`src/rtl/systolic_array_ctrl.sv`:
```
// Sequencer for a SIZE x SIZE weight-stationary systolic array.
// A pass runs in this order:
//   1. Preload one weight tile, streaming the rows bottom row first.
//   2. Stream N activation vectors.
//   3. Wait out the drain latency through the array.
// A single shift register, fed by the activation read strobe, produces both
// the per-row skew enables and the per-column result-valid strobes.
module systolic_array_ctrl #(
    parameter int SIZE     = 8,
    parameter int ROW_W    = 8,
    parameter int W_ADDR_W = $clog2(SIZE)
) (
    input  logic                clk,
    input  logic                rst,
    input  logic                start,
    input  logic [ROW_W-1:0]    num_vec,
    output logic                busy,
    output logic                done,
    output logic                w_rd_en,
    output logic [W_ADDR_W-1:0] w_addr,
    output logic                weight_valid,
    output logic                a_rd_en,
    output logic [ROW_W-1:0]    a_addr,
    output logic [SIZE-1:0]     lane_en,
    output logic [SIZE-1:0]     col_valid
);

    localparam int CNT_W = $clog2(2 * SIZE) + 1;

    typedef enum logic [2:0] {
        S_IDLE,
        S_LOAD_W,
        S_COMPUTE,
        S_DRAIN,
        S_DONE
    } state_t;

    state_t            state_q, state_d;
    logic [CNT_W-1:0]  load_cnt_q, load_cnt_d;
    logic [CNT_W-1:0]  drain_cnt_q, drain_cnt_d;
    logic [ROW_W-1:0]  vec_cnt_q, vec_cnt_d;
    logic [ROW_W-1:0]  num_q, num_d;
    logic              wv_q;
    // Bit k carries a_rd_en delayed by k+1 cycles.
    logic [2*SIZE-1:0] dly_q;

    // State, counters and the captured vector count.
    always_ff @(posedge clk) begin
        // NOTE: sequential state uses non-blocking (<=) so every register samples pre-edge values.
        if (rst) begin
            state_q     <= S_IDLE;
            load_cnt_q  <= '0;
            drain_cnt_q <= '0;
            vec_cnt_q   <= '0;
            num_q       <= '0;
        end else begin
            state_q     <= state_d;
            load_cnt_q  <= load_cnt_d;
            drain_cnt_q <= drain_cnt_d;
            vec_cnt_q   <= vec_cnt_d;
            num_q       <= num_d;
        end
    end

    // Next-state logic and per-phase counters.
    always_comb begin
        // NOTE: every variable gets a default first, so no path can infer a latch.
        state_d     = state_q;
        load_cnt_d  = load_cnt_q;
        drain_cnt_d = drain_cnt_q;
        vec_cnt_d   = vec_cnt_q;
        num_d       = num_q;
        case (state_q)
            S_IDLE: begin
                if (start) begin
                    num_d       = num_vec;
                    load_cnt_d  = '0;
                    drain_cnt_d = '0;
                    vec_cnt_d   = '0;
                    // An empty pass skips every buffer read and completes at once.
                    state_d     = (num_vec == '0) ? S_DONE : S_LOAD_W;
                end
            end
            S_LOAD_W: begin
                if (load_cnt_q == CNT_W'(SIZE - 1)) begin
                    load_cnt_d = '0;
                    state_d    = S_COMPUTE;
                end else begin
                    load_cnt_d = load_cnt_q + 1'b1;
                end
            end
            S_COMPUTE: begin
                // The exit test lets N = 2^ROW_W-1 finish without wrapping a_addr.
                if (vec_cnt_q == num_q - ROW_W'(1)) begin
                    state_d = S_DRAIN;
                end else begin
                    vec_cnt_d = vec_cnt_q + 1'b1;
                end
            end
            S_DRAIN: begin
                if (drain_cnt_q == CNT_W'(2 * SIZE - 1)) begin
                    drain_cnt_d = '0;
                    state_d     = S_DONE;
                end else begin
                    drain_cnt_d = drain_cnt_q + 1'b1;
                end
            end
            S_DONE:  state_d = S_IDLE;
            default: state_d = S_IDLE;
        endcase
    end

    // Weight-valid follows the weight read by one cycle, in step with buffer latency.
    // The skew and column-valid line shifts in every state; only rst clears it.
    always_ff @(posedge clk) begin
        // NOTE: the delay line is reset, so no stale strobe survives an aborted pass.
        if (rst) begin
            wv_q  <= 1'b0;
            dly_q <= '0;
        end else begin
            wv_q  <= w_rd_en;
            dly_q <= {dly_q[2*SIZE-2:0], a_rd_en};
        end
    end

    assign busy         = (state_q != S_IDLE);
    assign done         = (state_q == S_DONE);
    assign w_rd_en      = (state_q == S_LOAD_W);
    // Bottom row first: rows already loaded shift down as each new row enters.
    assign w_addr       = w_rd_en ? W_ADDR_W'(SIZE - 1 - int'(load_cnt_q)) : '0;
    assign weight_valid = wv_q;
    assign a_rd_en      = (state_q == S_COMPUTE);
    assign a_addr       = a_rd_en ? vec_cnt_q : '0;
    assign lane_en      = dly_q[SIZE-1:0];
    assign col_valid    = dly_q[2*SIZE-1:SIZE];

endmodule

```
`config.mk`:
```
export PLATFORM = sky130hd
export DESIGN_NAME = systolic_array_ctrl
export DESIGN_NICKNAME = d
export VERILOG_FILES = /design/src/rtl/systolic_array_ctrl.sv
export SDC_FILE = /design/constraint.sdc
export NUM_CORES = 1
export LEC_CHECK = 0
export ABC_CLOCK_PERIOD_IN_PS = 3600
export CORE_ASPECT_RATIO = 1.4
export CORE_MARGIN = 4
export CORE_UTILIZATION = 40
export DETAILED_ROUTE_END_ITERATION = 7
export GPL_TIMING_DRIVEN = 0
export HOLD_SLACK_MARGIN = 0.05
export SLEW_MARGIN = 20
export SYNTH_ARGS = -nofsm -noshare
export SYNTH_HDL_FRONTEND = slang
export SYNTH_SLANG_ARGS = --single-unit
```
`constraint.sdc`:
```
create_clock -name clk -period 3.6 [get_ports clk]
set_input_delay 0.54 -clock clk [delete_from_list [all_inputs] [get_ports clk]]
set_output_delay 0.54 -clock clk [all_outputs]
set_load 0.02 [all_outputs]
```
==> out/results.ini, run 1 <==
[timing]
setup_viol = 0
min_period_over_period = 0.7814
tightest_slew_ns = 0.5820
slew_violations = 0
finClkSkew_ns = 0.007014
rsz0062_at_grt = false
layout_min_cycle_time_ns = 2.813
relSlewSlack = 0.6120
setup_tns_ns = 0
whs_ns = 0.4668
fmax_ghz = 0.3555
hold_viol_final = 0

[power]
pwr-share-comb = 0.382
power.internal_w = 0.0009182
p_seq_frac = 0.407
netSwitchingFraction = 0.3757
ir_drop_mv = 0.3218
total_power_w = 0.001471
powerDensity_nw_per_um2 = 522.5
p_switching_w = 0.0005527
clockPowerShare = 0.210
power.leakage_nw = 1.050

[critical_path]
cpMaxStageDelayCell = clkdlybuf4s50_1
path_cells = buf_4, nor3b_4, clkbuf_1, and2_1, clkdlybuf4s50_1
max_stage_delay_ns = 0.61
crit_type = flip-flop to output port
critPathLaunchType = flip-flop
r2r_slack_ns = 1.55
crit_start = state_q[0]$_SDFFE_PP0P_
cp.required_ns = 3.06
timing.rr.start = num_q[0]$_SDFFE_PP0P_
end_kind = output port
crit_fanout = 10
cp.arrival_ns = 2.27

[cts]
post_cts_buffers = 0
cts-buffers-inserted = 5
clkTransAtPathRegs_ns = 0.08
ctsHoldBuffers = 0
clk_latency_ns = 0.29
cts_sinks = 46
cts_tree = yes
clock_path_buffers = 2
post_cts_resized = 0
h-tree-depth = 2
clock-root-buffer = clkbuf_8

[placement]
placed_cells = 376
gp_congestion = 0.8271
numPortBuffers = 41
place_hpwl_mm = 3.742

[synthesis]
yosys.cell_types.count = 48
synth_xor_area_frac = 0.03525
synthTopCellsByArea = dfxtp_1, nand2_1, nor2b_1, nor2_1, a21oi_1
synth_cells = 269
yosysSeqAreaShare = 0.4119
synth.avg_cell_area_um2 = 8.312
synth_ff_type = dfxtp_1
synth_top_area_frac = 0.4119
synth-simple-area-share = 0.3274
synth_nets = 284
yosysTopAreaCell = dfxtp_1
synth_fa_ha_area_frac = 0.02238
synth_top_family_by_area = simple AND/OR/NAND/NOR gates
synth_common_cells = dfxtp_1, nand2_1, nor2_1
synth_warnings = 0
synth_edf_count = 0
synth.area.mux_share = 0.03581
async_reset_ff_frac = 0
synth.most_common_cell = dfxtp_1
ys_seq_elements = 46
syn_area_um2 = 2236
synth_compound_area_frac = 0.1337

[final_layout]
final_cells = 384
areaGrowthSynthToFinish_pct = 25.91
antenna_cells = 0
fillers = 519
nets = 332
postLayoutCoreUtil = 0.5298
drive_gt1_frac = 0.05660

[worst_hold_path]
min_path_type = flip-flop to flip-flop
min-delay-start = dly_q[14]$_SDFF_PP0_

[route]
viasPerCell = 5.104
drcViolationCount = 0
wl_mm = 4.970
vias = 1960
wl_per_cell_um = 12.94
drtIter0Drc = 119
detail-route-antenna-nets = 0
first_pass_iters = 4

[global_route]
grt_pass1_vias = 1884
use_met1 = 0.1759
gr-usage-met3 = 0.03313
grt.overflow.total = 0
antenna_found_initial = 0
grt_util_all_layers = 0.1538
grt_max_degree = 15
grt_use_met2 = 0.2837
busiest_layer = met2
grt_pass1_wl_mm = 8.466

[outcome]
status = complete, no violations

[floorplan]
rows = 31
fp.dieW_um = 71.19
core_um2 = 5314
top_level_ports = 43
dieHeight_um = 96.46
dieArea_um2 = 6867
initial_utilization = 0.4208

[run]
cap_violations = 0

[layout by cell type, fill, tap and decap left out, types with 2 or more instances in the layout]
cell type	Yosys	routed
a21oi_1	18	18
or3_1	7	7
and4_1	2	2
o22ai_1	6	6
nand2_1	41	41
and3_1	3	3
nand2b_1	5	5
nor3b_1	3	3
a311oi_1	2	2
inv_1	6	6
ha_1	4	4
nor4_1	2	2
and2_1	9	9
nor3_1	3	3
clkbuf_8	0	5
xor2_1	6	6
nor2b_1	16	16
xnor2_1	3	3
o21ai_0	7	7
buf_2	2	2
dfxtp_1	46	46
clkbuf_1	8	9
nand4_1	4	4
nor2_1	25	25
mux2i_1	8	8
clkdlybuf4s50_1	0	41
nand3_1	10	10
[cells by family after synthesis]
group                      after synthesis
AOI/OAI and AO/OA                       45
muxes                                    8
buffers and inverters                   18
DFF                                     46
xor gates and xnor gates                 9
adders and majority gates                4
and+or+nand+nor                        139
[metal layers]
metal / up-vias / wire (µm)
li1: 1025 / -
met1: 903 / 2177
met2: 27 / 2576
met3: 5 / 148
met4: 0 / 67
met5: - / 0
[power groups by stage]
stage | logic (W) | registers, W | clock network (W)
after CTS | 0.000570 | 0.000600 | 0.000322
after global routing | 0.000634 | 0.000607 | 0.000341
after floorplan | 0.000389 | 0.000608 | 0
after detailed placement | 0.000567 | 0.000611 | 0
after global placement | 0.000565 | 0.000611 | 0
final | 0.000562 | 0.000599 | 0.000309
[worst paths after layout]
kind	cells after the start	to
setup / recovery	5	a_addr[0]
hold / removal	1	dly_q[15]$_SDFF_PP0_
setup reg to reg	9	vec_cnt_q[3]$_SDFFE_PP0P_
hold reg to reg	1	dly_q[15]$_SDFF_PP0_
[registers in the layout, indices dropped and copies added (netlist names)]
register / cells
dly_q: 16
num_q: 8
drain_cnt_q: 5
load_cnt_q: 5
vec_cnt_q: 8
state_q: 3
weight_valid: 1
[final cells by class]
class / instances / area [µm²] / share of cell area
clock buffer: 6 / 72.57 / 0.02578
multi-input combinational: 205 / 1240 / 0.4404
buffer: 12 / 52.55 / 0.01867
timing repair buffer: 41 / 410.4 / 0.1458
tap: 66 / 82.58 / 0.02933
clock inverter: 2 / 13.76 / 0.004889
sequential: 46 / 920.9 / 0.3271
inverter: 6 / 22.52 / 0.008000
[critical path, delay by kind of cell (launching register included)]
kind | cells | cell delay (ns)
simple gates | 2 | 0.55
buf+inv | 3 | 1.12
flops | 1 | 0.31
[metrics by stage]
step	setup WS, ns	cell area (µm²)
after floorplan	1.672	2236
after global placement	1.086	2729
after detailed placement	1.090	2729
after CTS	0.7440	2815
after global routing	0.5867	2815
final	0.7870	2815
No activity file was read; power rests on OpenSTA's default activity.
==> inputs of run 2 (changes only) <==
--- a/config.mk
+++ b/config.mk
@@ -5,13 +5,14 @@
 export SDC_FILE = /design/constraint.sdc
 export NUM_CORES = 1
 export LEC_CHECK = 0
-export ABC_CLOCK_PERIOD_IN_PS = 3600
+export ABC_CLOCK_PERIOD_IN_PS = 2550
 export CORE_ASPECT_RATIO = 1.4
 export CORE_MARGIN = 4
 export CORE_UTILIZATION = 40
 export DETAILED_ROUTE_END_ITERATION = 7
 export GPL_TIMING_DRIVEN = 0
 export HOLD_SLACK_MARGIN = 0.05
+export PLACE_DENSITY = 0.67
 export SLEW_MARGIN = 20
 export SYNTH_ARGS = -nofsm -noshare
 export SYNTH_HDL_FRONTEND = slang
==> constraint.sdc (replaced) <==
create_clock -name clk -period 2.55 [get_ports clk]
set_input_delay 0.3825 -clock clk [delete_from_list [all_inputs] [get_ports clk]]
set_output_delay 0.3825 -clock clk [all_outputs]
set_load 0.02 [all_outputs]
==> run 2 against run 1 <==
Effect of this change: sequential cell count is the same; non-clock buffer count grew 1; clock skew grew 0.0015 ns; cell area grew 1.2%; via count grew 0.92%; register-to-register slack lost 1.1 ns; count of clock-buffer cells in the layout shrank 1; cell count grew 0.26%; critical path type unchanged.
==> out/results.ini, run 2 (same netlist as run 1, synthesis figures left out) <==
[outcome]
status = complete, no violations

[power]
power.leakage_nw = 1.072
power.internal_w = 0.001402
powerDensity_nw_per_um2 = 769.9
ir_drop_mv = 0.5083
clockPowerShare = 0.251
pwr-share-comb = 0.363
p_seq_frac = 0.385
netSwitchingFraction = 0.3612
p_switching_w = 0.0007926

[worst_hold_path]
min_path_type = primary input to flip-flop
hold_path_depth = 2

[floorplan]
core_um2 = 5314
initial_utilization = 0.4208
dieHeight_um = 96.46
dieArea_um2 = 6867
rows = 31
top_level_ports = 43
fp.dieW_um = 71.19

[route]
detail-route-antenna-nets = 0
drtIter0Drc = 80
drcViolationCount = 0
vias = 1978
first_pass_iters = 4
viasPerCell = 5.138
wl_per_cell_um = 12.73
wl_mm = 4.900

[final_layout]
top_regs = dly_q: 16 flops, num_q: 8 flops, vec_cnt_q: 8 flops
fillers = 519
final_cells = 385
nets = 333
final_cell_mix = dfxtp_1, nand2_1, clkdlybuf4s50_1
top_register = dly_q
largest_reg_flops = 16
antenna_cells = 0
drive_gt1_frac = 0.06583
final_common_cell = dfxtp_1
areaGrowthSynthToFinish_pct = 27.48

[critical_path]
cp.arrival_ns = 1.93
cp.required_ns = 2.17
crit_fanout = 10
cpMaxStageDelayCell = clkdlybuf4s50_1
end_kind = output port
endpoint = a_addr[7]
timing.rr.start = num_q[0]$_SDFFE_PP0P_
r2r_slack_ns = 0.47
critPathLaunchType = flip-flop
max_stage_delay_ns = 0.61
rr_endpoint = vec_cnt_q[3]$_SDFFE_PP0P_
path_cells = buf_4, nor3b_4, clkbuf_2, and2_1, clkdlybuf4s50_1
crit_start = state_q[0]$_SDFFE_PP0P_
crit_type = flip-flop to output port
rr_worst_depth = 9

[placement]
pre_cts_ws_ns = 0.2055
gp_congestion = 0.8665
numPortBuffers = 41
placed_cells = 376
place_hpwl_mm = 3.663

[timing]
layout_min_cycle_time_ns = 2.316
slew_violations = 0
fmax_ghz = 0.4318
setup_tns_ns = 0
finClkSkew_ns = 0.008476
min_period_over_period = 0.9083
tightest_slew_ns = 0.5750
relSlewSlack = 0.6152
setup_ws_ns = 0.2339
hold_viol_final = 0
rsz0062_at_grt = false
setup_viol = 0

[cts]
h-tree-depth = 2
cts_tree = yes
cts_sinks = 46
clock_path_buffers = 2
clk_latency_ns = 0.30
clock-root-buffer = clkbuf_8
cts-buffers-inserted = 5
clkTransAtPathRegs_ns = 0.09

[global_route]
grt_pass1_wl_mm = 8.204
grt_util_all_layers = 0.1471
grt_max_degree = 16
antenna_found_initial = 0
grt_pass1_vias = 1818
grt.overflow.total = 0

[run]
cap_violations = 0

==> run 2: cell count changes in the layout (fill, tap and decap cells not counted), sizes merged <==
cell    delta
buf        +1
clkinv     -1
clkbuf     -1
inv        +1
bufinv     +1
==> run 2: metal layers <==
layer,wire [µm],vias to the layer above,GRT usage
met4,101,0,0.07053
met5,0,-,0
met3,162,10,0.02588
li1,-,1025,-
met2,2486,37,0.2546
met1,2150,906,0.1751
==> run 2: worst min-delay path by stage <==
stage | to | from
after floorplan | num_q[7]$_SDFFE_PP0P_ | num_q[7]$_SDFFE_PP0P_
after global placement | dly_q[2]$_SDFF_PP0_ | dly_q[1]$_SDFF_PP0_
after detailed placement | dly_q[15]$_SDFF_PP0_ | dly_q[14]$_SDFF_PP0_
after CTS | dly_q[2]$_SDFF_PP0_ | rst
after global routing | dly_q[13]$_SDFF_PP0_ | dly_q[12]$_SDFF_PP0_
final | dly_q[5]$_SDFF_PP0_ | rst
==> run 2: final cells by class <==
cell class	count	area, µm²	share of cell area
Tap cell	66	82.58	0.02897
Inverter	6	22.52	0.007902
Buffer	12	53.80	0.01888
Timing Repair Buffer	42	417.9	0.1466
Sequential cell	46	920.9	0.3231
Clock inverter	3	43.79	0.01536
Clock buffer	5	68.82	0.02414
Multi-Input combinational cell	205	1240	0.4350
==> run 2: power by group through the flow <==
stage	registers, W	clock network [W]	logic (W)
3_3_place_gp	0.000862	0	0.000786
2_1_floorplan	0.000858	0	0.000549
6_report	0.000846	0.000552	0.000797
5_1_grt	0.000858	0.000599	0.000886
4_1_cts	0.000845	0.000571	0.000804
3_5_place_dp	0.000863	0	0.000794
==> run 2: worst max-delay path, delay by kind of cell (launching register included) <==
family / cells / cell delay (ns)
buffers and inverters: 3 / 0.98
DFF: 1 / 0.30
and+or+nand+nor: 2 / 0.35
==> run 2: timing repair <==
action / 4_1_cts / 5_1_grt
setup endpoints to repair: 9 / 0
hold buffers: 0 / 0
buffers inserted: 1 / 0
gates resized for setup: 1 / 0
==> run 2: metrics by stage <==
stage	total power, W	hold slack [ns]	area [µm²]	utilization
after floorplan	0.001406	0.4481	2236	-
after global placement	0.001648	0.4457	2729	0.5135
after detailed placement	0.001656	0.4508	2729	0.5135
after CTS	0.002221	0.4445	2850	0.5364
after global routing	0.002343	0.4836	2850	0.5364
final	0.002194	0.4524	2850	0.5364
